`config.mk`:
```
export PLATFORM = sky130hd
export DESIGN_NAME = march_scheduler_flat
export DESIGN_NICKNAME = d
export VERILOG_FILES = /design/src/rtl/march_scheduler_pkg.sv /design/src/rtl/march_scheduler_if.sv /design/src/rtl/march_scheduler_lowest_set_idx.sv /design/src/rtl/march_scheduler.sv /design/src/flat_wrapper.sv
export SDC_FILE = /design/constraint.sdc
export NUM_CORES = 1
export LEC_CHECK = 0
export ABC_CLOCK_PERIOD_IN_PS = 2900
export BUFFER_PORTS_ARGS = -buffer_cell sky130_fd_sc_hd__buf_4
export CAP_MARGIN = 25
export CORE_MARGIN = 1
export CORE_UTILIZATION = 45
export CTS_BUF_LIST = sky130_fd_sc_hd__clkbuf_4
export CTS_CLUSTER_SIZE = 30
export DETAILED_ROUTE_END_ITERATION = 10
export GPL_ROUTABILITY_DRIVEN = 0
export PLACE_DENSITY_LB_ADDON = 0.2
export SLEW_MARGIN = 25
export SYNTH_ARGS = -nofsm -noshare
export SYNTH_HDL_FRONTEND = slang
export SYNTH_SLANG_ARGS = --single-unit
export TNS_END_PERCENT = 5
```
`constraint.sdc`:
```
create_clock -name clk -period 2.9 [get_ports clk]
set_input_delay 0.145 -clock clk [delete_from_list [all_inputs] [get_ports clk]]
set_output_delay 0.145 -clock clk [all_outputs]
set_load 0.1 [all_outputs]
```
`src/rtl/march_scheduler_pkg.sv`:
```
// march_scheduler_pkg: sizing, fp27 constants, slot states and fp27 compare shared by the ray-slot scheduler
package march_scheduler_pkg;
  localparam int CORDW     = 10;
  localparam int NUM_SLOTS = 8;
  localparam int TAG_W     = 3;
  localparam int MAX_ITER  = 64;
  localparam int ITER_W    = 7;
  typedef logic [26:0] fp27_t;
  localparam fp27_t FP_EPS  = 27'h1E40000;
  localparam fp27_t FP_TMAX = 27'h2240000;
  typedef enum logic [1:0] {S_FREE, S_RUN, S_DONE} slot_state_e;
  function automatic logic fp27_lt(input fp27_t a, input fp27_t b);
    return a[25:0] < b[25:0];
  endfunction
endpackage

```
`src/rtl/march_scheduler_if.sv`:
```
// march_scheduler_if: request (req_*), datapath issue (iss_*), datapath return (ret_*) and result (res_*) channels;
// slave = scheduler side, master = environment side
interface march_scheduler_if;
  import march_scheduler_pkg::*;
  logic             req_valid, req_ready;
  logic [CORDW-1:0] req_px, req_py;
  logic             iss_valid, iss_first;
  logic [TAG_W-1:0] iss_tag;
  logic [CORDW-1:0] iss_px, iss_py;
  logic             ret_valid;
  logic [TAG_W-1:0] ret_tag;
  fp27_t            ret_dist, ret_t;
  logic             res_valid, res_ready, res_hit;
  logic [CORDW-1:0] res_px, res_py;
  logic [ITER_W-1:0] res_iter;
  modport slave (
    input  req_valid, req_px, req_py, ret_valid, ret_tag, ret_dist, ret_t, res_ready,
    output req_ready, iss_valid, iss_tag, iss_first, iss_px, iss_py,
           res_valid, res_px, res_py, res_hit, res_iter
  );
  modport master (
    output req_valid, req_px, req_py, ret_valid, ret_tag, ret_dist, ret_t, res_ready,
    input  req_ready, iss_valid, iss_tag, iss_first, iss_px, iss_py,
           res_valid, res_px, res_py, res_hit, res_iter
  );
endinterface

```
`src/rtl/march_scheduler_lowest_set_idx.sv`:
```
// lowest_set_idx: vec_i -> idx_o (index of lowest set bit, 0 if none), any_o (any bit set)
module lowest_set_idx #(
  parameter int N = 8,
  parameter int W = 3
) (
  input  logic [N-1:0] vec_i,
  output logic [W-1:0] idx_o,
  output logic         any_o
);
  always_comb begin
    idx_o = '0;
    for (int i = N - 1; i >= 0; i--) idx_o = vec_i[i] ? W'(i) : idx_o;
  end
  assign any_o = |vec_i;
endmodule

```
`src/rtl/march_scheduler.sv`:
```
// march_scheduler: ray-slot controller; ports clk, rst_n (async low), bus (slave: req/iss/ret/res channels),
// busy_o (any slot in use or result pending), err_o (sticky: return for a slot not running)
module march_scheduler
  import march_scheduler_pkg::*;
(
  input  logic             clk,
  input  logic             rst_n,
  march_scheduler_if.slave bus,
  output logic             busy_o,
  output logic             err_o
);
  slot_state_e       state_q [NUM_SLOTS];
  slot_state_e       state_d [NUM_SLOTS];
  logic [CORDW-1:0]  px_q [NUM_SLOTS], px_d [NUM_SLOTS], py_q [NUM_SLOTS], py_d [NUM_SLOTS];
  logic [ITER_W-1:0] iter_q [NUM_SLOTS], iter_d [NUM_SLOTS];
  logic [NUM_SLOTS-1:0] hit_q, hit_d, free_vec, done_vec;
  logic [TAG_W-1:0]  free_idx, done_idx, iss_tag_q, iss_tag_d;
  logic              free_any, done_any;
  logic              iss_valid_q, iss_valid_d, iss_first_q, iss_first_d;
  logic [CORDW-1:0]  iss_px_q, iss_px_d, iss_py_q, iss_py_d;
  logic              res_valid_q, res_valid_d, res_hit_q, res_hit_d;
  logic [CORDW-1:0]  res_px_q, res_px_d, res_py_q, res_py_d;
  logic [ITER_W-1:0] res_iter_q, res_iter_d, iter_nx;
  logic              err_q, err_d;
  logic              ret_run, is_hit, is_miss, cont, accept, res_load, res_take;

  always_comb begin
    free_vec = '0;
    done_vec = '0;
    for (int i = 0; i < NUM_SLOTS; i++) begin
      free_vec[i] = state_q[i] == S_FREE;
      done_vec[i] = state_q[i] == S_DONE;
    end
  end

  lowest_set_idx #(.N(NUM_SLOTS), .W(TAG_W)) u_free_pick (.vec_i(free_vec), .idx_o(free_idx), .any_o(free_any));
  lowest_set_idx #(.N(NUM_SLOTS), .W(TAG_W)) u_done_pick (.vec_i(done_vec), .idx_o(done_idx), .any_o(done_any));

  // Returns for slots that are not running are dropped and only raise err.
  assign ret_run  = bus.ret_valid && state_q[bus.ret_tag] == S_RUN;
  assign iter_nx  = iter_q[bus.ret_tag] + ITER_W'(1);
  assign is_hit   = bus.ret_dist[26] | fp27_lt(bus.ret_dist, FP_EPS);
  assign is_miss  = (~bus.ret_t[26] & (bus.ret_t[25:0] > FP_TMAX[25:0])) | (iter_nx == ITER_W'(MAX_ITER));
  assign cont     = ret_run & ~is_hit & ~is_miss;
  // A continuing ray owns next cycle's issue slot, so no new ray may be accepted alongside it.
  assign bus.req_ready = rst_n & free_any & ~cont;
  assign accept   = bus.req_valid & bus.req_ready;
  assign res_load = ~res_valid_q | bus.res_ready;
  assign res_take = res_load & done_any;

  always_comb begin
    state_d = state_q;
    px_d    = px_q;
    py_d    = py_q;
    iter_d  = iter_q;
    hit_d   = hit_q;
    if (accept) begin
      state_d[free_idx] = S_RUN;
      px_d[free_idx]    = bus.req_px;
      py_d[free_idx]    = bus.req_py;
      iter_d[free_idx]  = '0;
    end
    if (ret_run) begin
      iter_d[bus.ret_tag] = iter_nx;
      hit_d[bus.ret_tag]  = is_hit;
      if (!cont) state_d[bus.ret_tag] = S_DONE;
    end
    if (res_take) state_d[done_idx] = S_FREE;
  end

  assign iss_valid_d = cont | accept;
  assign iss_first_d = ~cont & accept;
  assign iss_tag_d   = cont ? bus.ret_tag : free_idx;
  assign iss_px_d    = cont ? px_q[bus.ret_tag] : bus.req_px;
  assign iss_py_d    = cont ? py_q[bus.ret_tag] : bus.req_py;
  assign res_valid_d = res_load ? done_any : res_valid_q;
  assign res_px_d    = res_take ? px_q[done_idx] : res_px_q;
  assign res_py_d    = res_take ? py_q[done_idx] : res_py_q;
  assign res_hit_d   = res_take ? hit_q[done_idx] : res_hit_q;
  assign res_iter_d  = res_take ? iter_q[done_idx] : res_iter_q;
  assign err_d       = err_q | (bus.ret_valid & ~ret_run);

  always_ff @(posedge clk or negedge rst_n) begin
    if (!rst_n) begin
      for (int i = 0; i < NUM_SLOTS; i++) begin
        state_q[i] <= S_FREE;
        px_q[i]    <= '0;
        py_q[i]    <= '0;
        iter_q[i]  <= '0;
      end
      hit_q       <= '0;
      iss_valid_q <= 1'b0;
      iss_first_q <= 1'b0;
      iss_tag_q   <= '0;
      iss_px_q    <= '0;
      iss_py_q    <= '0;
      res_valid_q <= 1'b0;
      res_px_q    <= '0;
      res_py_q    <= '0;
      res_hit_q   <= 1'b0;
      res_iter_q  <= '0;
      err_q       <= 1'b0;
    end else begin
      state_q     <= state_d;
      px_q        <= px_d;
      py_q        <= py_d;
      iter_q      <= iter_d;
      hit_q       <= hit_d;
      iss_valid_q <= iss_valid_d;
      iss_first_q <= iss_first_d;
      iss_tag_q   <= iss_tag_d;
      iss_px_q    <= iss_px_d;
      iss_py_q    <= iss_py_d;
      res_valid_q <= res_valid_d;
      res_px_q    <= res_px_d;
      res_py_q    <= res_py_d;
      res_hit_q   <= res_hit_d;
      res_iter_q  <= res_iter_d;
      err_q       <= err_d;
    end
  end

  assign bus.iss_valid = iss_valid_q;
  assign bus.iss_first = iss_first_q;
  assign bus.iss_tag   = iss_tag_q;
  assign bus.iss_px    = iss_px_q;
  assign bus.iss_py    = iss_py_q;
  assign bus.res_valid = res_valid_q;
  assign bus.res_px    = res_px_q;
  assign bus.res_py    = res_py_q;
  assign bus.res_hit   = res_hit_q;
  assign bus.res_iter  = res_iter_q;
  assign busy_o        = ~&free_vec | res_valid_q;
  assign err_o         = err_q;
endmodule

```
`src/flat_wrapper.sv`:
```
// flat-port wrapper written by rule: the top's interface ports become plain ports
module march_scheduler_flat import march_scheduler_pkg::*;
  (clk, rst_n, busy_o, err_o, bus_req_valid, bus_req_px, bus_req_py, bus_ret_valid, bus_ret_tag, bus_ret_dist, bus_ret_t, bus_res_ready, bus_req_ready, bus_iss_valid, bus_iss_tag, bus_iss_first, bus_iss_px, bus_iss_py, bus_res_valid, bus_res_px, bus_res_py, bus_res_hit, bus_res_iter);
  march_scheduler_if bus_i ();
  input  logic clk;
  input  logic rst_n;
  output logic busy_o;
  output logic err_o;
  input wire logic [$bits(bus_i.req_valid)-1:0] bus_req_valid;
  input wire logic [$bits(bus_i.req_px)-1:0] bus_req_px;
  input wire logic [$bits(bus_i.req_py)-1:0] bus_req_py;
  input wire logic [$bits(bus_i.ret_valid)-1:0] bus_ret_valid;
  input wire logic [$bits(bus_i.ret_tag)-1:0] bus_ret_tag;
  input wire logic [$bits(bus_i.ret_dist)-1:0] bus_ret_dist;
  input wire logic [$bits(bus_i.ret_t)-1:0] bus_ret_t;
  input wire logic [$bits(bus_i.res_ready)-1:0] bus_res_ready;
  output wire logic [$bits(bus_i.req_ready)-1:0] bus_req_ready;
  output wire logic [$bits(bus_i.iss_valid)-1:0] bus_iss_valid;
  output wire logic [$bits(bus_i.iss_tag)-1:0] bus_iss_tag;
  output wire logic [$bits(bus_i.iss_first)-1:0] bus_iss_first;
  output wire logic [$bits(bus_i.iss_px)-1:0] bus_iss_px;
  output wire logic [$bits(bus_i.iss_py)-1:0] bus_iss_py;
  output wire logic [$bits(bus_i.res_valid)-1:0] bus_res_valid;
  output wire logic [$bits(bus_i.res_px)-1:0] bus_res_px;
  output wire logic [$bits(bus_i.res_py)-1:0] bus_res_py;
  output wire logic [$bits(bus_i.res_hit)-1:0] bus_res_hit;
  output wire logic [$bits(bus_i.res_iter)-1:0] bus_res_iter;
  assign bus_i.req_valid = bus_req_valid;
  assign bus_i.req_px = bus_req_px;
  assign bus_i.req_py = bus_req_py;
  assign bus_i.ret_valid = bus_ret_valid;
  assign bus_i.ret_tag = bus_ret_tag;
  assign bus_i.ret_dist = bus_ret_dist;
  assign bus_i.ret_t = bus_ret_t;
  assign bus_i.res_ready = bus_res_ready;
  assign bus_req_ready = bus_i.req_ready;
  assign bus_iss_valid = bus_i.iss_valid;
  assign bus_iss_tag = bus_i.iss_tag;
  assign bus_iss_first = bus_i.iss_first;
  assign bus_iss_px = bus_i.iss_px;
  assign bus_iss_py = bus_i.iss_py;
  assign bus_res_valid = bus_i.res_valid;
  assign bus_res_px = bus_i.res_px;
  assign bus_res_py = bus_i.res_py;
  assign bus_res_hit = bus_i.res_hit;
  assign bus_res_iter = bus_i.res_iter;
  march_scheduler u_core (.clk(clk), .rst_n(rst_n), .bus(bus_i), .busy_o(busy_o), .err_o(err_o));
endmodule
```
Word-level counts from Yosys, hierarchy flattened
Cells that the tools add are included.
W data, S select, Z words.
- register bits: 295
- output and inout port bits: 57
- equality and inequality tests: 10
- add/subtract/negate cells: 1
- mux-type cells: 66
- bitwise gates (word level): 34
- reduce and logical (&&, ||, !) cells: 17
- magnitude comparators: 11
- operator list (kind ; number):
    $bwmux W80 ; 2
    $bmux W10 S3 ; 4
    $mux W56 ; 2
    $mux W10 ; 11
    $mux W16 ; 4
    $and A56 B56 Y56 ; 1
    $bwmux W56 ; 1
    $not A56 Y56 ; 1
    $mux W3 ; 17
    $bmux W7 S3 ; 2
    $demux W7 S3 ; 2
    $mux W7 ; 6
    $demux W10 S3 ; 1
    $gt A26 B26 Y1 const B ; 1
    $lt A26 B25 Y1 const B ; 1
    $demux W2 S3 ; 3
    $and A16 B16 Y16 ; 1
    $and A8 B8 Y8 ; 2
    $eq A2 B2 Y1 const B ; 8
    $logic_not A2 Y1 ; 8
    $not A16 Y16 ; 1
    $not A8 Y8 ; 2
    $or A8 B8 Y8 ; 2
    $reduce_or A8 Y1 ; 2
    other kinds (20) ; 54

Depth between registers and ports, before layout
Gate-level depths: netlist (run 1).
- depth in word-level cells: 22
- depth in mapped cells: 14
- depth with buffers taken out: 10

Modules after synthesis
From an unflattened synthesis (run 1), not the netlist that was laid out.
- cell total of the unflattened synthesis: 1170
- area total of the unflattened synthesis: 14761.7 um^2
- modules (own cells, without submodules) (module ; cells an instance ; instances ; area each (um^2)):
    march_scheduler ; 1144 ; 1 ; 14599.0
    lowest_set_idx ; 13 ; 2 ; 81.3

Least setup slack after synthesis (run 1)
No wires, ideal clock.
- kind: input to output
- from: in bus_ret_tag[1]
- to: out bus_req_ready
- path buffers: 3
- setup slack: -362 ps
- data required time: 2755 ps
- stages: 12
- data arrival time: 3117 ps
- cell sequence: buf_4 nand2b_1 mux4_2 o21ai_1 ha_1 nand2b_1 nor3_1 mux2i_1 o21ai_4 buf_2 buf_2 o211a_1
- cells in the longest elaborated chain, start to end: 11
- RTL lines (item ; line ; text):
    from (decl) ; flat_wrapper.sv:13 ; input wire logic [$bits(bus_i.ret_tag)-1:0] bus_ret_tag;
    $not A3 Y4 (implied by the code) (*) ; march_scheduler.sv:40, march_scheduler.sv:41 ;
    $bmux W7 S3 ; march_scheduler.sv:41 ; assign iter_nx = iter_q[bus.ret_tag] + ITER_W'(1);
    $mux W7 (implied by the code) (2 in a row) ; march_scheduler.sv:41 ;
    $add A7 B1 Y7 ; march_scheduler.sv:41 ;
    $eq A7 B7 Y1 ; march_scheduler.sv:43 ; assign is_miss = (~bus.ret_t[26] & (bus.ret_t[25:0] > FP_TMAX[25:0])) | (iter_nx == ITER_W'(MAX_ITER));
    $or A1 B1 Y1 ; march_scheduler.sv:43 ;
    $not A1 Y1 ; march_scheduler.sv:44 ; assign cont = ret_run & ~is_hit & ~is_miss;
    $and A1 B1 Y1 (*) ; march_scheduler.sv:44 ;
    $not A1 Y1 (*) ; march_scheduler.sv:46 ; assign bus.req_ready = rst_n & free_any & ~cont;
    $and A1 B1 Y1 (*) ; march_scheduler.sv:46 ;
    to (decl) ; flat_wrapper.sv:17 ; output wire logic [$bits(bus_i.req_ready)-1:0] bus_req_ready;
Mark *: on every way between the ends. The rest lies on a longest branch, timed or not. The select of a mux whose other input is x is not followed.

Worst setup path after layout (run 1)
- from: reg u_core.iter_q[0] (netlist bit)
- to: out bus_req_ready
- cells in the longest elaborated chain, start to end: 10
- RTL lines (item ; line ; text):
    from (decl) ; march_scheduler.sv:15 ; logic [ITER_W-1:0] iter_q [NUM_SLOTS], iter_d [NUM_SLOTS];
    from (signal assigned) ; march_scheduler.sv:107 ; iter_q <= iter_d;
    $bmux W7 S3 ; march_scheduler.sv:41 ;
    $mux W7 (implied by the code) (2 in a row) ; march_scheduler.sv:41 ;
    $add A7 B1 Y7 ; march_scheduler.sv:41 ;
    $eq A7 B7 Y1 ; march_scheduler.sv:43 ;
    $or A1 B1 Y1 ; march_scheduler.sv:43 ;
    $not A1 Y1 ; march_scheduler.sv:44 ;
    $and A1 B1 Y1 ; march_scheduler.sv:44 ;
    $not A1 Y1 ; march_scheduler.sv:46 ;
    $and A1 B1 Y1 ; march_scheduler.sv:46 ;
Every way passes these cells. The select of a mux whose other input is x is not followed.

==> results.py, run 1 <==
metrics = {
    "drt": {
        "drtIter0Drc": 1382,
        "detail-route-antenna-nets": 0,
        "avgViaCountPerCell": 6.24,
        "num_vias": 12300,
        "drc": 0,
        "wl_per_cell_um": 23.5,
        "dr.pass1.iters": 7,
        "wl_um": 46200,
    },
    "finish": {
        "post-route-util_pct": 57.5,
        "fin_nets": 1599,
        "area_delta_synth_final_pct": 25.1,
        "fillers": 2742,
        "drive_gt1_share_pct": 33.8,
        "final-instance-count-excl-fill": 1967,
    },
    "timing": {
        "grt_setup_unrepaired": "true",
        "worst_slew_pin_slew_ns": 0.787,
        "relSlewSlack_pct": 47.5,
        "fmax_ghz": 0.303,
        "hold_violations": 0,
        "fin_crit_ns": 3.30,
        "period_share_pct": 114,
        "worst_slack_ns": -0.401,
        "hold_ws_ns": 0.00870,
        "slew_viol_final": 0,
        "fin_skew_ns": 0.0623,
        "finalSetupViolations": 203,
    },
    "worst_setup_path": {
        "max_stage_delay_ns": 0.55,
        "crit_top_cell": "buf_12",
        "worstSetupStartpointType": "register",
        "crit_slowest_cell": "mux4_2",
        "worstRegToRegCells": 12,
        "cp_max_fo": 3,
        "ff2ff_setup_slack_ns": -0.24,
        "crit_chain": "mux2i_1 -> mux4_2 -> o21ai_2 -> ha_2 -> nand2b_1 -> nor3_2 -> mux2i_2 -> o21ai_4 -> buf_6 -> buf_12 -> o211a_4 -> buf_12",
        "critPathBufInv": 3,
        "r2r-end": "u_core.py_q[44]$_DFFE_PN0P_",
        "cp_data_required_time_ns": 2.76,
        "critPathArrivalTime_ns": 3.16,
        "reg2reg_from": "u_core.iter_q[0]$_DFF_PN0_",
        "cp_top_family": "multiplexers",
        "path_class": "register to primary output",
        "cp-end-kind": "primary output",
    },
    "place": {
        "dp_slack_ns": -0.265,
        "dp.final_hpwl_um": 27900,
        "dp.cells": 1802,
        "io_buffers": 120,
    },
    "floorplanning": {
        "dieArea_sq_mm": 0.0331,
        "die_y_um": 182,
        "top_level_ports": 139,
        "core_sq_mm": 0.0317,
        "start_util_pct": 45.9,
        "die_x_um": 182,
        "row_count": 65,
    },
    "synthesis": {
        "synth_cells": 1244,
        "yosys_warnings": 0,
        "synth_flop_cell": "dfrtp_1",
        "netlist.area_leader.share_pct": 50.7,
        "synth_area_leaders": "dfrtp_1, mux2_2, mux2_1",
        "synth-compound-area-share_pct": 17.9,
        "synth_top_family_by_area": "multiplexers",
        "async_flop_share_pct": 100,
        "ys_seq_area_share_pct": 50.7,
        "synthMuxAreaShare_pct": 19.5,
        "avgSynthCellArea_sq_um": 11.7,
        "synthAdderAreaFrac_pct": 0.0859,
        "synth_enable_flop_cells": 0,
        "ys_ff_latch": 295,
        "yosysTopAreaCell": "dfrtp_1",
        "synth_cell_types": 63,
        "synthXorXnorAreaFrac_pct": 0.301,
        "syn_nets": 1327,
        "netlist_area_sq_mm": 0.0146,
        "synth-simple-area-share_pct": 7.22,
    },
    "grt": {
        "grt_pass1_wl_um": 71700,
        "grt_overflow": 0,
        "grt_pass1_vias": 12500,
        "grt_max_degree": 183,
        "track_usage_pct": 28.4,
        "antenna_found_initial": 1,
    },
    "status": {
        "status": "finished, violations left",
        "violations": "negative setup slack",
    },
    "clock_network": {
        "cts_made_buffers": 79,
        "clk_pin_slew_ns": 0.07,
        "cts_tree": "built",
        "cts_root_buf": "clkbuf_4",
        "htree_levels": 3,
        "cts.sinks": 295,
        "clk_latency_ns": 0.73,
        "clockBufferDepth": 3,
    },
    "power_and_ir_drop": {
        "p_leak_nw": 8.37,
        "pwr_density_cell_mw_per_mm2": 1100,
        "ir_drop_uv": 778,
    },
    "run": {
        "maxCapViolations": 0,
    },
    "worst_hold_path": {
        "hp-class": "primary input to asynchronous set/reset pin",
    },
}
power by group:
part	internal, mW	switching [mW]	total [mW]
logic	3.75	5.80	9.55
registers	5.66	1.19	6.85
clock network	1.96	1.70	3.66
area by class of cell:
class                   count  area (sq um)  area share (%)
clock buffers             113           848            4.66
well taps                 402           503            2.76
inverters                   8          30.0           0.165
multi-input cells         842          6710            36.8
flip-flops and latches    295          7380            40.5
repair buffers            290          2620            14.4
diodes                      1          2.50          0.0137
clock inverters            16           133           0.728
worst register-to-register path, cell delays in order, from the launching register on:
cell and delay, ns:
dfrtp_1 0.37, mux2i_1 0.08, mux4_2 0.55, o21ai_2 0.11, ha_2 0.21, nand2b_1 0.09, nor3_2 0.17, mux2i_2 0.11
o21ai_4 0.22, buf_4 0.21, and3_4 0.25, bufbuf_16 0.33, mux2_2 0.34
cells in the final DEF, fill, tap and decap left out, types with 22 or more instances in the layout:
cell type,count
a21oi_1,42
a221oi_1,28
a222oi_1,56
a22oi_1,47
a31oi_1,22
buf_12,22
buf_4,232
clkbuf_4,113
dfrtp_1,295
dlygate4sd3_1,28
mux2_1,90
mux2_2,95
mux2i_1,43
nand2_1,104
nor2_1,49
o21ai_0,50
o22ai_1,36
registers in the layout (all words and copies together) (netlist names):
register / cells
u_core.bus.res_px: 10
u_core.px_q: 80
u_core.bus.res_iter: 7
u_core.bus.iss_tag: 3
u_core.hit_q: 8
u_core.bus.res_hit: 1
u_core.bus.res_valid: 1
u_core.bus.iss_px: 10
u_core.bus.iss_py: 10
u_core.state_q: 16
u_core.py_q: 80
u_core.bus.res_py: 10
u_core.err_o: 1
u_core.bus.iss_valid: 1
u_core.iter_q: 56
u_core.bus.iss_first: 1
synthesized netlist by cell type, types with 11 or more instances:
cell type  number
dfrtp_1       295
nand2_1       105
mux2_2         95
mux2_1         90
clkbuf_1       59
a222oi_1       56
nor2_1         53
o21ai_0        51
a22oi_1        47
mux2i_1        44
a21oi_1        42
o22ai_1        36
a221oi_1       29
a31oi_1        22
a21o_1         21
a22o_1         20
buf_6          16
nor3_1         13
buf_2          12
nor2b_1        12
mux2_4         11
repair_timing:
action,4_1_cts,5_1_grt
gates cloned,2,0
setup buffers,4,0
setup endpoints to repair,199,233
endpoints found under the hold margin,372,0
resized for setup,14,11
hold buffers,28,0
pin swaps,3,3
logic make-up (layout without fill, tap and decap cells):
kind of cell | after synthesis | in the layout
XOR/XNOR | 5 | 5
other | 0 | 1
AO/OA/AOI/OAI | 357 | 357
adder cells (fa/ha/maj) | 1 | 1
buffers and inverters | 107 | 427
flip-flops | 295 | 295
multiplexers | 247 | 247
AND/OR/NAND/NOR | 232 | 232
how the worst max path moves through the flow:
stage | from | end | slack (ns) | depth (start not counted)
after floorplan | bus_ret_tag[1] | u_core.px_q[40]$_DFFE_PN0P_ | 0.09 | 13
after global placement | bus_ret_tag[1] | u_core.py_q[54]$_DFFE_PN0P_ | -0.24 | 12
after detailed placement | bus_ret_tag[1] | u_core.py_q[42]$_DFFE_PN0P_ | -0.27 | 10
after CTS | u_core.iter_q[0]$_DFF_PN0_ | bus_req_ready | -0.43 | 10
after global routing | u_core.iter_q[28]$_DFF_PN0_ | bus_req_ready | -0.58 | 12
final | u_core.iter_q[0]$_DFF_PN0_ | bus_req_ready | -0.40 | 12
metrics by stage:
| step | total power, mW | instance area [sq um] | setup TNS [ns] |
|---|---|---|---|
| 2_1_floorplan | 12.8 | 14600 | 0 |
| 5_1_grt | 21.1 | 18200 | -58.32 |
| 6_report | 20.1 | 18200 | -22.53 |
| 3_5_place_dp | 16.2 | 16700 | -48.06 |
| 3_3_place_gp | 16.0 | 16700 | -45.66 |
| 4_1_cts | 20.0 | 18200 | -18.65 |
layer usage:
metal / GRT usage (%) / share of wire (%) / up-vias
li1: - / - / 5345
met1: 36.2 / 40 / 6176
met2: 46.6 / 49 / 611
met3: 5.11 / 7.3 / 143
met4: 13.8 / 4.0 / 0
met5: 0 / 0 / -
No activity file was read; power rests on OpenSTA's default activity.
==> run 2, diff against run 1 <==
--- a/config.mk
+++ b/config.mk
@@ -8,6 +8,7 @@
 export ABC_CLOCK_PERIOD_IN_PS = 2900
 export BUFFER_PORTS_ARGS = -buffer_cell sky130_fd_sc_hd__buf_4
 export CAP_MARGIN = 25
+export CORE_ASPECT_RATIO = 1.1
 export CORE_MARGIN = 1
 export CORE_UTILIZATION = 45
 export CTS_BUF_LIST = sky130_fd_sc_hd__clkbuf_4
==> results.py, run 2 (synthesized netlist as in run 1, its figures left out) <==
metrics = {
    "status": {
        "status": "finished, violations left",
        "violations": "negative setup slack",
    },
    "clock_network": {
        "clockBufferDepth": 3,
        "cts.sinks": 295,
        "cts_made_buffers": 80,
        "cts_root_buf": "clkbuf_4",
        "clk_latency_ns": 0.75,
        "cts_tree": "built",
        "htree_levels": 3,
        "clk_pin_slew_ns": 0.07,
    },
    "timing": {
        "fin_skew_ns": 0.0629,
        "grt_setup_unrepaired": "true",
        "relSlewSlack_pct": 42.3,
        "hold_violations": 0,
        "worst_slew_pin_slew_ns": 0.865,
        "hold_ws_ns": 0.0738,
        "finalSetupViolations": 234,
        "period_share_pct": 115,
        "slew_viol_final": 0,
        "fmax_ghz": 0.300,
        "fin_crit_ns": 3.34,
        "fin_setup_tns_ns": -51.20,
        "worst_slack_ns": -0.436,
    },
    "finish": {
        "fillers": 2581,
        "final-instance-count-excl-fill": 2011,
        "fin_nets": 1616,
        "drive_gt1_share_pct": 38.9,
        "top_regs": "u_core.px_q x80, u_core.py_q x80, u_core.iter_q x56",
        "area_delta_synth_final_pct": 31.0,
        "layout_common_cells": "dfrtp_1, buf_4, clkbuf_4, mux2_4, nand2_1",
        "final_common_cell": "dfrtp_1",
    },
    "drt": {
        "drc": 0,
        "num_vias": 12500,
        "avgViaCountPerCell": 6.19,
        "wl_um": 49400,
        "drtIter0Drc": 1711,
        "wl_per_cell_um": 24.5,
        "dr.pass1.iters": 7,
        "detail-route-antenna-nets": 0,
    },
    "place": {
        "dp.cells": 1822,
        "dp.final_hpwl_um": 28500,
        "io_buffers": 120,
    },
    "worst_setup_path": {
        "cp_max_fo": 9,
        "cp_top_family": "multiplexers",
        "cp_data_required_time_ns": 3.49,
        "critPathBufInv": 4,
        "max_stage_delay_ns": 0.55,
        "critPathArrivalTime_ns": 3.93,
        "crit_chain": "mux2i_1 -> mux4_2 -> nor2_2 -> o2111ai_2 -> mux2_4 -> o21ai_4 -> buf_12 -> buf_4 -> bufbuf_16 -> and3_4 -> clkbuf_16 -> mux2_4",
        "worstSetupStartpointType": "register",
        "path_class": "register to register",
        "crit_top_cell": "mux2_4",
        "cp-end-kind": "register",
        "crit_slowest_cell": "mux4_2",
    },
    "grt": {
        "grt_pass1_wl_um": 75400,
        "antenna_found_initial": 2,
        "grt_overflow": 0,
        "grt_max_degree": 158,
        "track_usage_pct": 29.9,
        "grt_pass1_vias": 12800,
    },
    "power_and_ir_drop": {
        "p_leak_nw": 8.75,
        "pwr_density_cell_mw_per_mm2": 1100,
        "ir_drop_uv": 823,
        "total_power_mw": 21.0,
    },
    "run": {
        "maxCapViolations": 0,
    },
    "floorplanning": {
        "top_level_ports": 139,
        "core_sq_mm": 0.0317,
        "row_count": 68,
        "dieArea_sq_mm": 0.0331,
        "die_x_um": 174,
        "start_util_pct": 46.0,
        "die_y_um": 191,
    },
    "worst_hold_path": {
        "hp-class": "primary input to register",
    },
}
==> run 2: cell types whose count changed in the layout (fill, tap and decap cells not counted), moves of 5 or more <==
cell | previous run | this run
mux2_2 | 95 | 54
buf_12 | 22 | 27
mux2_1 | 90 | 38
buf_6 | 3 | 15
mux2_4 | 11 | 104
buf_4 | 232 | 219
buf_8 | 2 | 9
clkbuf_4 | 113 | 120
==> run 2: repair_timing <==
item | 4_1_cts | 5_1_grt
hold endpoints to repair | 489 | 0
pin swaps | 5 | 0
setup buffers | 10 | 2
gates resized for setup | 127 | 42
cloned | 6 | 2
endpoints found under the setup margin | 173 | 241
hold buffers | 29 | 0
==> run 2: through the flow <==
stage          area [sq um]  util (%)  setup slack (ns)
2_1_floorplan         14600         -            0.0910
3_3_place_gp          16800      53.1            -0.213
3_5_place_dp          16800      53.1            -0.236
4_1_cts               18800      59.6            -0.425
5_1_grt               19100      60.3            -0.540
6_report              19100      60.3            -0.436
==> run 2: final timing paths <==
path | startpoint | to | slack [ns] | depth (start not counted)
setup / recovery | u_core.iter_q[42]$_DFF_PN0_ | u_core.py_q[38]$_DFFE_PN0P_ | -0.44 | 12
hold / removal | bus_ret_dist[25] | u_core.hit_q[4]$_DFFE_PN0P_ | 0.07 | 5
setup reg to reg | u_core.iter_q[42]$_DFF_PN0_ | u_core.py_q[38]$_DFFE_PN0P_ | -0.44 | 12
hold reg to reg | u_core.err_o$_DFF_PN0_ | u_core.err_o$_DFF_PN0_ | 0.47 | 1
max in group asynchronous | rst_n | u_core.hit_q[6]$_DFFE_PN0P_ | 1.15 | 5
min in group asynchronous | rst_n | u_core.state_q[3]$_DFF_PN0_ | 0.60 | 4
==> run 2: worst reg2reg max path, cell delays in order, from the launching register on <==
cell	delay, ns
dfrtp_1	0.36
mux2i_1	0.07
mux4_2	0.55
nor2_2	0.21
o2111ai_2	0.17
mux2_4	0.34
o21ai_4	0.20
buf_12	0.13
buf_4	0.11
bufbuf_16	0.25
and3_4	0.26
clkbuf_16	0.22
mux2_4	0.31
==> run 2: power by group <==
part / leakage [nW] / internal, mW / total [mW] / switching, mW
registers: 3.80 / 5.65 / 6.88 / 1.23
logic: 4.33 / 4.25 / 10.3 / 6.07
clock network: 0.611 / 2.05 / 3.81 / 1.76
total: 8.75 / 12.0 / 21.0 / 9.05
==> run 2: area by class of cell <==
cell class                      count  area [sq um]  share of cell area, %
Clock buffer                      120           901                   4.72
Clock inverter                     17           120                  0.629
Sequential cell                   295          7380                   38.7
Antenna cell                        3          7.51                 0.0393
Timing Repair Buffer              306          3000                   15.7
Tap cell                          420           526                   2.75
Inverter                            8          30.0                  0.157
Multi-Input combinational cell    842          7120                   37.3
==> run 2: metal layers <==
layer | vias up | global-route usage (%) | routed length, um
met5 | - | 0 | 0
met4 | 0 | 12.6 | 1310
met3 | 101 | 6.52 | 4180
met2 | 682 | 49.7 | 24100
met1 | 6269 | 37.8 | 19700
li1 | 5401 | - | -
